### config.mk
export PLATFORM = sky130hd
export DESIGN_NAME = seg_scan_ctrl
export DESIGN_NICKNAME = d
export VERILOG_FILES = /design/src/rtl/seg_scan_pkg.sv /design/src/rtl/seg_slot_timer.sv /design/src/rtl/seg_scan_ctrl.sv
export SDC_FILE = /design/constraint.sdc
export NUM_CORES = 1
export LEC_CHECK = 0
export BUFFER_PORTS_ARGS = -buffer_cell sky130_fd_sc_hd__buf_2
export CORE_MARGIN = 2
export CORE_UTILIZATION = 30
export CTS_BUF_LIST = sky130_fd_sc_hd__clkbuf_4
export CTS_CLUSTER_DIAMETER = 200
export DETAILED_ROUTE_END_ITERATION = 8
export SLEW_MARGIN = 30
export SYNTH_ARGS = -nofsm -noshare
export SYNTH_HDL_FRONTEND = slang
export SYNTH_SLANG_ARGS = --single-unit
### constraint.sdc
create_clock -name clk -period 2.9 [get_ports clk]
set_input_delay 0.58 -clock clk [delete_from_list [all_inputs] [get_ports clk]]
set_output_delay 0.58 -clock clk [all_outputs]
set_load 0.01 [all_outputs]
### src/rtl/seg_scan_pkg.sv
// Shared types and constants for the seven-segment scan controller.
// The optional brightness feature is enabled with SEG_SCAN_BRIGHTNESS_EN.
package seg_scan_pkg;
  typedef enum logic {ST_GHOST = 1'b0, ST_ON = 1'b1} state_e;

  localparam int DEF_PRESCALE     = 50000;
  localparam int DEF_GHOST_CYCLES = 16;

  function automatic int idx_w(input int n);
    return (n <= 1) ? 1 : $clog2(n);
  endfunction
endpackage

### src/rtl/seg_slot_timer.sv
// Per-slot prescale counter: ghost/on phase, slot-end strobe and look-ahead
// values used to register the top-level outputs. SEG_SCAN_BRIGHTNESS_EN adds on-count.
module seg_slot_timer
  import seg_scan_pkg::*;
#(
  parameter int PRESCALE     = DEF_PRESCALE,
  parameter int GHOST_CYCLES = DEF_GHOST_CYCLES,
  parameter int CNT_W        = $clog2(PRESCALE)
) (
  input  logic             clk,
  input  logic             rst,
  output logic             o_slot_end,
  output logic             o_last_nxt,
  output state_e           o_phase_nxt
`ifdef SEG_SCAN_BRIGHTNESS_EN
  ,
  output logic             o_first,
  output logic [CNT_W-1:0] o_on_cnt_nxt
`endif
);
  localparam logic [CNT_W-1:0] LAST  = CNT_W'(PRESCALE - 1);
  localparam logic [CNT_W-1:0] GLAST = CNT_W'(GHOST_CYCLES - 1);

  logic [CNT_W-1:0] r_cnt;
  logic [CNT_W-1:0] w_cnt_nxt;
  state_e           r_phase;

  assign o_slot_end  = (r_cnt == LAST);
  assign w_cnt_nxt   = o_slot_end ? '0 : r_cnt + CNT_W'(1);
  assign o_last_nxt  = (w_cnt_nxt == LAST);
  // Ghost always ends before the slot does, so the two branches never collide.
  assign o_phase_nxt = o_slot_end ? ST_GHOST : ((r_cnt == GLAST) ? ST_ON : r_phase);

`ifdef SEG_SCAN_BRIGHTNESS_EN
  assign o_first      = (r_cnt == '0);
  assign o_on_cnt_nxt = w_cnt_nxt - CNT_W'(GHOST_CYCLES);
`endif

  always_ff @(posedge clk or posedge rst) begin
    if (rst) begin
      r_cnt   <= '0;
      r_phase <= ST_GHOST;
    end else begin
      r_cnt   <= w_cnt_nxt;
      r_phase <= o_phase_nxt;
    end
  end
endmodule

### src/rtl/seg_scan_ctrl.sv
// Time-multiplexed seven-segment scan controller with tear-free frame updates.
// Define SEG_SCAN_BRIGHTNESS_EN to add the 3-bit brightness (on-window) input.
module seg_scan_ctrl
  import seg_scan_pkg::*;
#(
  parameter int NUM_DIGITS   = 4,
  parameter int DIGIT_W      = 4,
  parameter int PRESCALE     = DEF_PRESCALE,
  parameter int GHOST_CYCLES = DEF_GHOST_CYCLES,
  parameter int IDX_W        = idx_w(NUM_DIGITS)
) (
  input  logic                          clk,
  input  logic                          rst,
  input  logic                          load_valid,
  output logic                          load_ready,
  input  logic [NUM_DIGITS*DIGIT_W-1:0] load_data,
  input  logic [NUM_DIGITS-1:0]         digit_en,
  input  logic                          blank,
`ifdef SEG_SCAN_BRIGHTNESS_EN
  input  logic [2:0]                    brightness,
`endif
  output logic [NUM_DIGITS-1:0]         an,
  output logic [DIGIT_W-1:0]            led_output,
  output logic [IDX_W-1:0]              digit_idx,
  output logic                          frame_done
);
  localparam int               DW       = NUM_DIGITS * DIGIT_W;
  localparam int               CNT_W    = $clog2(PRESCALE);
  localparam logic [IDX_W-1:0] LAST_IDX = IDX_W'(NUM_DIGITS - 1);

  logic [NUM_DIGITS-1:0] r_an;
  logic [DIGIT_W-1:0]    r_led;
  logic [IDX_W-1:0]      r_idx;
  logic                  r_frame_done;
  logic                  r_ready;
  logic                  r_pending;
  logic [DW-1:0]         r_shadow;
  logic [DW-1:0]         r_disp;

  logic                  w_slot_end;
  logic                  w_last_nxt;
  state_e                w_phase_nxt;
  logic [IDX_W-1:0]      w_idx_nxt;
  logic                  w_commit;
  logic                  w_xfer;
  logic                  w_pending_nxt;
  logic [DW-1:0]         w_disp_nxt;
  logic [NUM_DIGITS-1:0] w_an_nxt;
  logic [DIGIT_W-1:0]    w_led_nxt;
  logic                  w_on;

`ifdef SEG_SCAN_BRIGHTNESS_EN
  logic             w_first;
  logic [CNT_W-1:0] w_on_cnt_nxt;
  logic [2:0]       r_bright;
  logic [2:0]       w_bright;
  logic [CNT_W+3:0] w_win;
`endif

  seg_slot_timer #(
    .PRESCALE    (PRESCALE),
    .GHOST_CYCLES(GHOST_CYCLES),
    .CNT_W       (CNT_W)
  ) u_timer (
    .clk         (clk),
    .rst         (rst),
    .o_slot_end  (w_slot_end),
    .o_last_nxt  (w_last_nxt),
    .o_phase_nxt (w_phase_nxt)
`ifdef SEG_SCAN_BRIGHTNESS_EN
    ,
    .o_first     (w_first),
    .o_on_cnt_nxt(w_on_cnt_nxt)
`endif
  );

  assign w_commit      = w_slot_end && (r_idx == LAST_IDX);
  assign w_xfer        = load_valid && r_ready;
  assign w_idx_nxt     = w_slot_end ? ((r_idx == LAST_IDX) ? '0 : r_idx + IDX_W'(1)) : r_idx;
  // Commit reads the old shadow; a word captured on the same edge waits a frame.
  assign w_pending_nxt = w_xfer ? 1'b1 : (w_commit ? 1'b0 : r_pending);
  assign w_disp_nxt    = (w_commit && r_pending) ? r_shadow : r_disp;

`ifdef SEG_SCAN_BRIGHTNESS_EN
  // Brightness is latched on the first cycle of each slot, inside ghost time.
  assign w_bright = w_first ? brightness : r_bright;
  assign w_win    = (({{(CNT_W+1){1'b0}}, w_bright} + (CNT_W+4)'(1))
                     * (CNT_W+4)'(PRESCALE - GHOST_CYCLES)) >> 3;
  assign w_on     = (w_phase_nxt == ST_ON) && digit_en[w_idx_nxt] && !blank
                    && ({4'b0, w_on_cnt_nxt} < w_win);
`else
  assign w_on     = (w_phase_nxt == ST_ON) && digit_en[w_idx_nxt] && !blank;
`endif

  always_comb begin
    w_an_nxt = '1;
    if (w_on) w_an_nxt[w_idx_nxt] = 1'b0;
  end

  always_comb begin
    w_led_nxt = '0;
    for (int i = 0; i < NUM_DIGITS; i++)
      if (IDX_W'(i) == w_idx_nxt) w_led_nxt = w_disp_nxt[i*DIGIT_W +: DIGIT_W];
  end

  always_ff @(posedge clk or posedge rst) begin
    if (rst) begin
      r_an         <= '1;
      r_led        <= '0;
      r_idx        <= '0;
      r_frame_done <= 1'b0;
      r_ready      <= 1'b1;
      r_pending    <= 1'b0;
      r_shadow     <= '0;
      r_disp       <= '0;
    end else begin
      r_an         <= w_an_nxt;
      r_led        <= w_led_nxt;
      r_idx        <= w_idx_nxt;
      r_frame_done <= w_last_nxt && (w_idx_nxt == LAST_IDX);
      r_ready      <= !w_pending_nxt;
      r_pending    <= w_pending_nxt;
      r_disp       <= w_disp_nxt;
      if (w_xfer) r_shadow <= load_data;
    end
  end

`ifdef SEG_SCAN_BRIGHTNESS_EN
  always_ff @(posedge clk or posedge rst) begin
    if (rst) r_bright <= 3'd7;
    else     r_bright <= w_bright;
  end
`endif

  assign an         = r_an;
  assign led_output = r_led;
  assign digit_idx  = r_idx;
  assign frame_done = r_frame_done;
  assign load_ready = r_ready;
endmodule
==> flow_metrics.py, run 1 <==
metrics = {
    "status": {
        "status": "finished clean",
    },
    "setup_path": {
        "critPathLaunch": "u_timer.r_cnt[0]$_DFF_PP0_",
        "cp-start-kind": "flip-flop",
        "crit_fanout": 9,
        "r2r-end": "led_output[3]$_DFF_PP0_",
        "endpoint_kind": "flip-flop",
        "worstPathArrival_ns": 2.94,
        "rrSetupSlack_ns": 0.31,
        "cp.required_ns": 3.25,
        "r2r-start": "u_timer.r_cnt[0]$_DFF_PP0_",
        "criticalPathCategory": "flip-flop to flip-flop",
        "r2r_cells": 8,
    },
    "routing": {
        "dr.pass1.iters": 4,
        "drt_iter0_drc": 111,
        "drc": 0,
        "wl_um": 5650,
        "post_drt_via_cell_ratio": 4.94,
        "vias": 1882,
        "antenna_left": 0,
        "post_drt_wl_per_cell_um": 14.8,
    },
    "die": {
        "core_mm2": 0.00881,
        "start_util": 0.312,
        "dieArea_mm2": 0.00993,
        "die_h_um": 99.6,
        "dieWidth_um": 99.6,
        "ioPinCount": 36,
        "rows": 34,
    },
    "global_routing": {
        "grt_pass1_wl_um": 9560,
        "grt_max_degree": 34,
        "track_usage": 0.125,
        "grt_pass1_vias": 2009,
        "overflow": 0,
        "antenna_found_initial": 0,
    },
    "clocking": {
        "h-tree-depth": 3,
        "path_clk_slew_ns": 0.10,
        "cts_setup_buffers": 0,
        "cts_buffers": 9,
        "clock_tree.buffer_depth": 2,
        "insertion_delay_ns": 0.41,
        "postCtsHoldBufs": 0,
        "ctsResizeCount": 0,
        "cts_tree": "done",
        "cts-root-buf": "clkbuf_4",
        "cts_sinks": 62,
    },
    "worst_hold_path": {
        "hold_class": "input port to asynchronous set/reset pin",
    },
    "cells_and_area": {
        "area_delta_synth_final_pct": 15.8,
        "final_area_mm2": 0.00318,
        "fillers": 885,
        "nNetsFinal": 294,
        "drive_above_1_share": 0.352,
        "n_antenna_cell": 0,
    },
    "yosys": {
        "synthesis.area_mm2": 0.00274,
        "synthAdderAreaFrac": 0.00912,
        "synth-seq-cells": 62,
        "muxShareOfSynthArea": 0.142,
        "seq_area_frac_synth": 0.568,
        "synth-warning-count": 0,
        "synthXorXnorAreaFrac": 0.0447,
        "syn_avg_cell_area_um2": 12.2,
        "synth_cell_types": 40,
        "synth_compound_area_frac": 0.0424,
        "yosys.area_share.simple": 0.168,
        "syn_inst": 225,
        "syn-num-nets": 251,
        "synth_top_family_by_area": "simple AND/OR/NAND/NOR gates",
    },
    "pwr": {
        "clkPwrFrac": 0.345,
        "power.switching_uw": 397,
        "p_per_area_mw_per_mm2": 522,
        "seqPwrFrac": 0.587,
        "switching_share": 0.240,
        "p_int_uw": 1260,
        "combPwrFrac": 0.067,
        "vdd_drop_max_v": 0.000285,
        "p_leak_uw": 0.00147,
    },
    "timing": {
        "rsz0062_at_grt": "false",
        "maxSlewHeadroom": 0.539,
        "final_max_slew_viol_count": 0,
        "timing_worst_slew_pin_value_ns": 0.690,
        "timing.final.crit_share": 0.893,
        "fin_tns_setup_ns": 0,
        "setup_viol": 0,
        "finalHoldViolCount": 0,
        "fin_crit_ns": 2.59,
        "clock_skew_ns": 0.0155,
        "fmax_mhz": 386,
    },
    "placed_design": {
        "routabilityCongestion": 0.826,
        "dpl_cell_area_mm2": 0.00304,
        "dp_hpwl_um": 4130,
        "port-buffer-count": 35,
    },
    "run": {
        "cap_violations": 0,
    },
}
Yosys cell counts (all sizes together):
| cell type | n | area share |
|---|---|---|
| dfrtp | 57 | 0.52 |
| mux2 | 32 | 0.13 |
| nor2 | 26 | 0.036 |
| nand2 | 15 | 0.021 |
| nand3 | 13 | 0.028 |
| xnor2 | 11 | 0.035 |
| o22ai | 8 | 0.018 |
| inv | 6 | 0.0082 |
| dfstp | 5 | 0.048 |
| nand4 | 5 | 0.017 |
| buf | 4 | 0.011 |
| clkbuf | 4 | 0.0059 |
| nor4 | 4 | 0.015 |
| nor4b | 4 | 0.015 |
| a21oi | 3 | 0.0055 |
| and3 | 3 | 0.0068 |
| mux2i | 3 | 0.011 |
| o21ai | 3 | 0.0055 |
| xor2 | 3 | 0.0096 |
| and4 | 2 | 0.0064 |
| ha | 2 | 0.0091 |
| nand2b | 2 | 0.0046 |
| nand4b | 2 | 0.0064 |
| a22o | 1 | 0.0032 |
| and2 | 1 | 0.0023 |
| nor3 | 1 | 0.0018 |
| nor3b | 1 | 0.0046 |
| o221ai | 1 | 0.0032 |
| o22a | 1 | 0.0036 |
| o2bb2ai | 1 | 0.0032 |
| or4b | 1 | 0.0036 |
registers in the layout, indices dropped and copies added, names as in the netlist:
signal           cells
u_timer.r_cnt       16
an                   4
r_shadow            16
r_disp              16
digit_idx            2
u_timer.r_phase      1
load_ready           1
led_output           4
frame_done           1
r_pending            1
layer usage:
layer	global-route usage	share of wire	wire length, um
met1	0.152	0.45	2550
met2	0.202	0.49	2760
met3	0.0520	0.047	265
met4	0.0390	0.013	72
met5	0	0	0
worst max path at each step:
| stage | to | cells after the start |
|---|---|---|
| finish | led_output[3]$_DFF_PP0_ | 8 |
| global placement | led_output[1]$_DFF_PP0_ | 8 |
| global route | led_output[1]$_DFF_PP0_ | 8 |
| detailed placement | led_output[1]$_DFF_PP0_ | 8 |
| floorplan | led_output[1]$_DFF_PP0_ | 9 |
| CTS | led_output[3]$_DFF_PP0_ | 8 |
metrics by stage:
step	hold slack, ns	instances	power [uW]	util	worst slack, ns
3_5_place_dp	0.474	365	1110	0.346	0.331
5_1_grt	0.272	381	1750	0.361	0.0706
3_3_place_gp	0.472	365	1100	0.346	0.446
4_1_cts	0.264	381	1690	0.361	0.324
6_report	0.264	381	1660	0.361	0.311
2_1_floorplan	0.455	225	1060	-	0.431
logic make-up after synthesis:
| group | after synthesis |
|---|---|
| compound gates | 18 |
| xor+xnor | 14 |
| fa+ha+maj | 2 |
| buf+inv | 14 |
| flops | 62 |
| mux | 35 |
| simple gates | 80 |
worst max-delay path: stages, from the launching register on:
cell and delay, ns:
dfrtp_1 0.50, ha_1 0.40, and3_1 0.26, nand4_1 0.24
mux2i_1 0.47, inv_1 0.22, nand2_1 0.22, o22ai_1 0.13
nor2_1 0.11
placed cells by master (no fill, tap or decap), drive strengths merged:
cell type	n
dfrtp	57
buf	40
mux2	32
nor2	26
nand2	15
nand3	13
xnor2	11
clkbuf	9
o22ai	8
inv	6
clkinv	6
dfstp	5
nand4	5
nor4	4
nor4b	4
and3	3
mux2i	3
xor2	3
o21ai	3
a21oi	3
and4	2
nand4b	2
nand2b	2
ha	2
nor3b	1
and2	1
nor3	1
or4b	1
o2bb2ai	1
o221ai	1
o22a	1
a22o	1
bufinv	1
cell type report:
| class | count | area [um2] | share of cell area |
|---|---|---|---|
| clock buffer | 9 | 67.6 | 0.0213 |
| sequential | 62 | 1560 | 0.490 |
| tap | 108 | 135 | 0.0425 |
| inverter | 6 | 22.5 | 0.00709 |
| clock inverter | 7 | 65.1 | 0.0205 |
| multi-input combinational | 149 | 1120 | 0.351 |
| timing repair buffer | 40 | 213 | 0.0670 |
power by group through the flow:
stage               logic (uW)  registers [uW]  clock network [uW]
floorplan                 81.5             975                   0
global placement           110             991                   0
detailed placement         115             991                   0
CTS                        115             974                 596
global route               128             983                 635
finish                     112             974                 573
(Power assumes the default switching activity.)
==> inputs of run 2 (changes only) <==
Clock period 2.9 ns to 2.37 ns, I/O delays scaled along.
==> flow_metrics.py, run 2 (same netlist as run 1, synthesis figures left out) <==
metrics = {
    "placed_design": {
        "routabilityCongestion": 0.840,
        "place_inst": 376,
        "place_ws_ns": 0.00476,
        "dp_hpwl_um": 4320,
        "port-buffer-count": 35,
        "dpl_cell_area_mm2": 0.00314,
    },
    "routing": {
        "post_drt_wl_per_cell_um": 14.7,
        "vias": 1922,
        "drc": 0,
        "wl_um": 5780,
        "drt_iter0_drc": 85,
        "post_drt_via_cell_ratio": 4.90,
        "dr.pass1.iters": 4,
        "antenna_left": 0,
    },
    "cells_and_area": {
        "area_delta_synth_final_pct": 20.1,
        "layout_commonest_cell": "dfrtp_1",
        "stdcell_count": 392,
        "final_area_mm2": 0.00330,
        "n_antenna_cell": 0,
        "layout_common_cells": "dfrtp_1, buf_2, mux2_2, nor2_1",
        "nNetsFinal": 305,
        "drive_above_1_share": 0.408,
        "top_regs": "r_disp x16, r_shadow x16, u_timer.r_cnt x16",
        "utilization": 0.374,
    },
    "global_routing": {
        "grt_pass1_vias": 1946,
        "grt_pass1_wl_um": 9400,
        "grt_max_degree": 26,
        "overflow": 0,
        "antenna_found_initial": 0,
        "track_usage": 0.124,
    },
    "clocking": {
        "cts-root-buf": "clkbuf_4",
        "cts_sinks": 62,
        "insertion_delay_ns": 0.41,
        "cts_buffers": 9,
        "cts_tree": "done",
        "cts_setup_buffers": 0,
        "h-tree-depth": 3,
        "postCtsHoldBufs": 0,
        "path_clk_slew_ns": 0.10,
        "clock_tree.buffer_depth": 2,
    },
    "timing": {
        "final_max_slew_viol_count": 0,
        "setup_viol": 0,
        "fin_tns_setup_ns": 0,
        "clock_skew_ns": 0.0102,
        "finalHoldViolCount": 0,
        "timing_worst_slew_pin_value_ns": 0.539,
        "fin_crit_ns": 2.24,
        "timing.final.crit_share": 0.944,
        "worst_slack_ns": 0.132,
        "rsz0062_at_grt": "false",
        "fmax_mhz": 447,
        "maxSlewHeadroom": 0.640,
    },
    "die": {
        "dieArea_mm2": 0.00993,
        "rows": 34,
        "die_h_um": 99.6,
        "ioPinCount": 36,
        "core_mm2": 0.00881,
        "dieWidth_um": 99.6,
        "start_util": 0.312,
    },
    "setup_path": {
        "crit_family": "simple AND/OR/NAND/NOR gates",
        "cp_slowest_stage_delay_ns": 0.51,
        "criticalPathCategory": "flip-flop to flip-flop",
        "endpoint_kind": "flip-flop",
        "rrSetupSlack_ns": 0.13,
        "critPathLaunch": "u_timer.r_cnt[1]$_DFF_PP0_",
        "r2r-end": "frame_done$_DFF_PP0_",
        "r2r_cells": 7,
        "critPathBufInv": 0,
        "worstPathCellList": "ha_1 -> and3_1 -> and3_1 -> nor3b_2 -> nor2_1 -> or4b_1 -> nor4b_2",
        "r2r-start": "u_timer.r_cnt[1]$_DFF_PP0_",
        "cp-start-kind": "flip-flop",
        "crit_fanout": 5,
        "slowest_stage": "or4b_1",
        "worstPathArrival_ns": 2.55,
        "path_common_cell": "and3_1",
        "cp.required_ns": 2.68,
    },
    "status": {
        "status": "finished clean",
    },
    "run": {
        "cap_violations": 0,
    },
    "worst_hold_path": {
        "hold_class": "input port to asynchronous set/reset pin",
    },
    "pwr": {
        "vdd_drop_max_v": 0.000337,
        "p_per_area_mw_per_mm2": 620,
        "p_leak_uw": 0.00153,
    },
}
run 2: what timing repair did:
item,CTS,global route
setup endpoints to repair,1,5
resized for setup,1,7
hold endpoints to repair,0,0
run 2: routing by layer:
| layer | share of wire | track usage |
|---|---|---|
| met2 | 0.52 | 0.211 |
| met1 | 0.42 | 0.146 |
| met4 | 0.017 | 0.0421 |
| met5 | 0 | 0 |
| met3 | 0.042 | 0.0429 |
run 2: how the worst max path moves through the flow:
stage,end,cells after the start
6_report,frame_done$_DFF_PP0_,7
5_1_grt,frame_done$_DFF_PP0_,6
4_1_cts,frame_done$_DFF_PP0_,6
3_5_place_dp,frame_done$_DFF_PP0_,6
3_3_place_gp,frame_done$_DFF_PP0_,6
2_1_floorplan,led_output[1]$_DFF_PP0_,9
run 2: through the flow:
| stage | total power [uW] | hold slack, ns |
|---|---|---|
| final | 2040 | 0.0947 |
| after global routing | 2150 | 0.116 |
| after CTS | 2070 | 0.108 |
| after detailed placement | 1350 | 0.488 |
| after global placement | 1350 | 0.484 |
| after floorplan | 1290 | 0.455 |
run 2: power by group:
part | internal, uW | switching, uW
Sequential | 1150 | 42.2
Combinational | 83.8 | 54.5
Clock | 331 | 385
Total | 1560 | 481
run 2: layout make-up:
type / instances / area, um2
fillers: 869 / 5510
repair buffers: 51 / 308
clock buffers: 10 / 75.1
multi-input cells: 149 / 1130
inverters: 6 / 22.5
flip-flops and latches: 62 / 1560
clock inverters: 6 / 61.3
well taps: 108 / 135
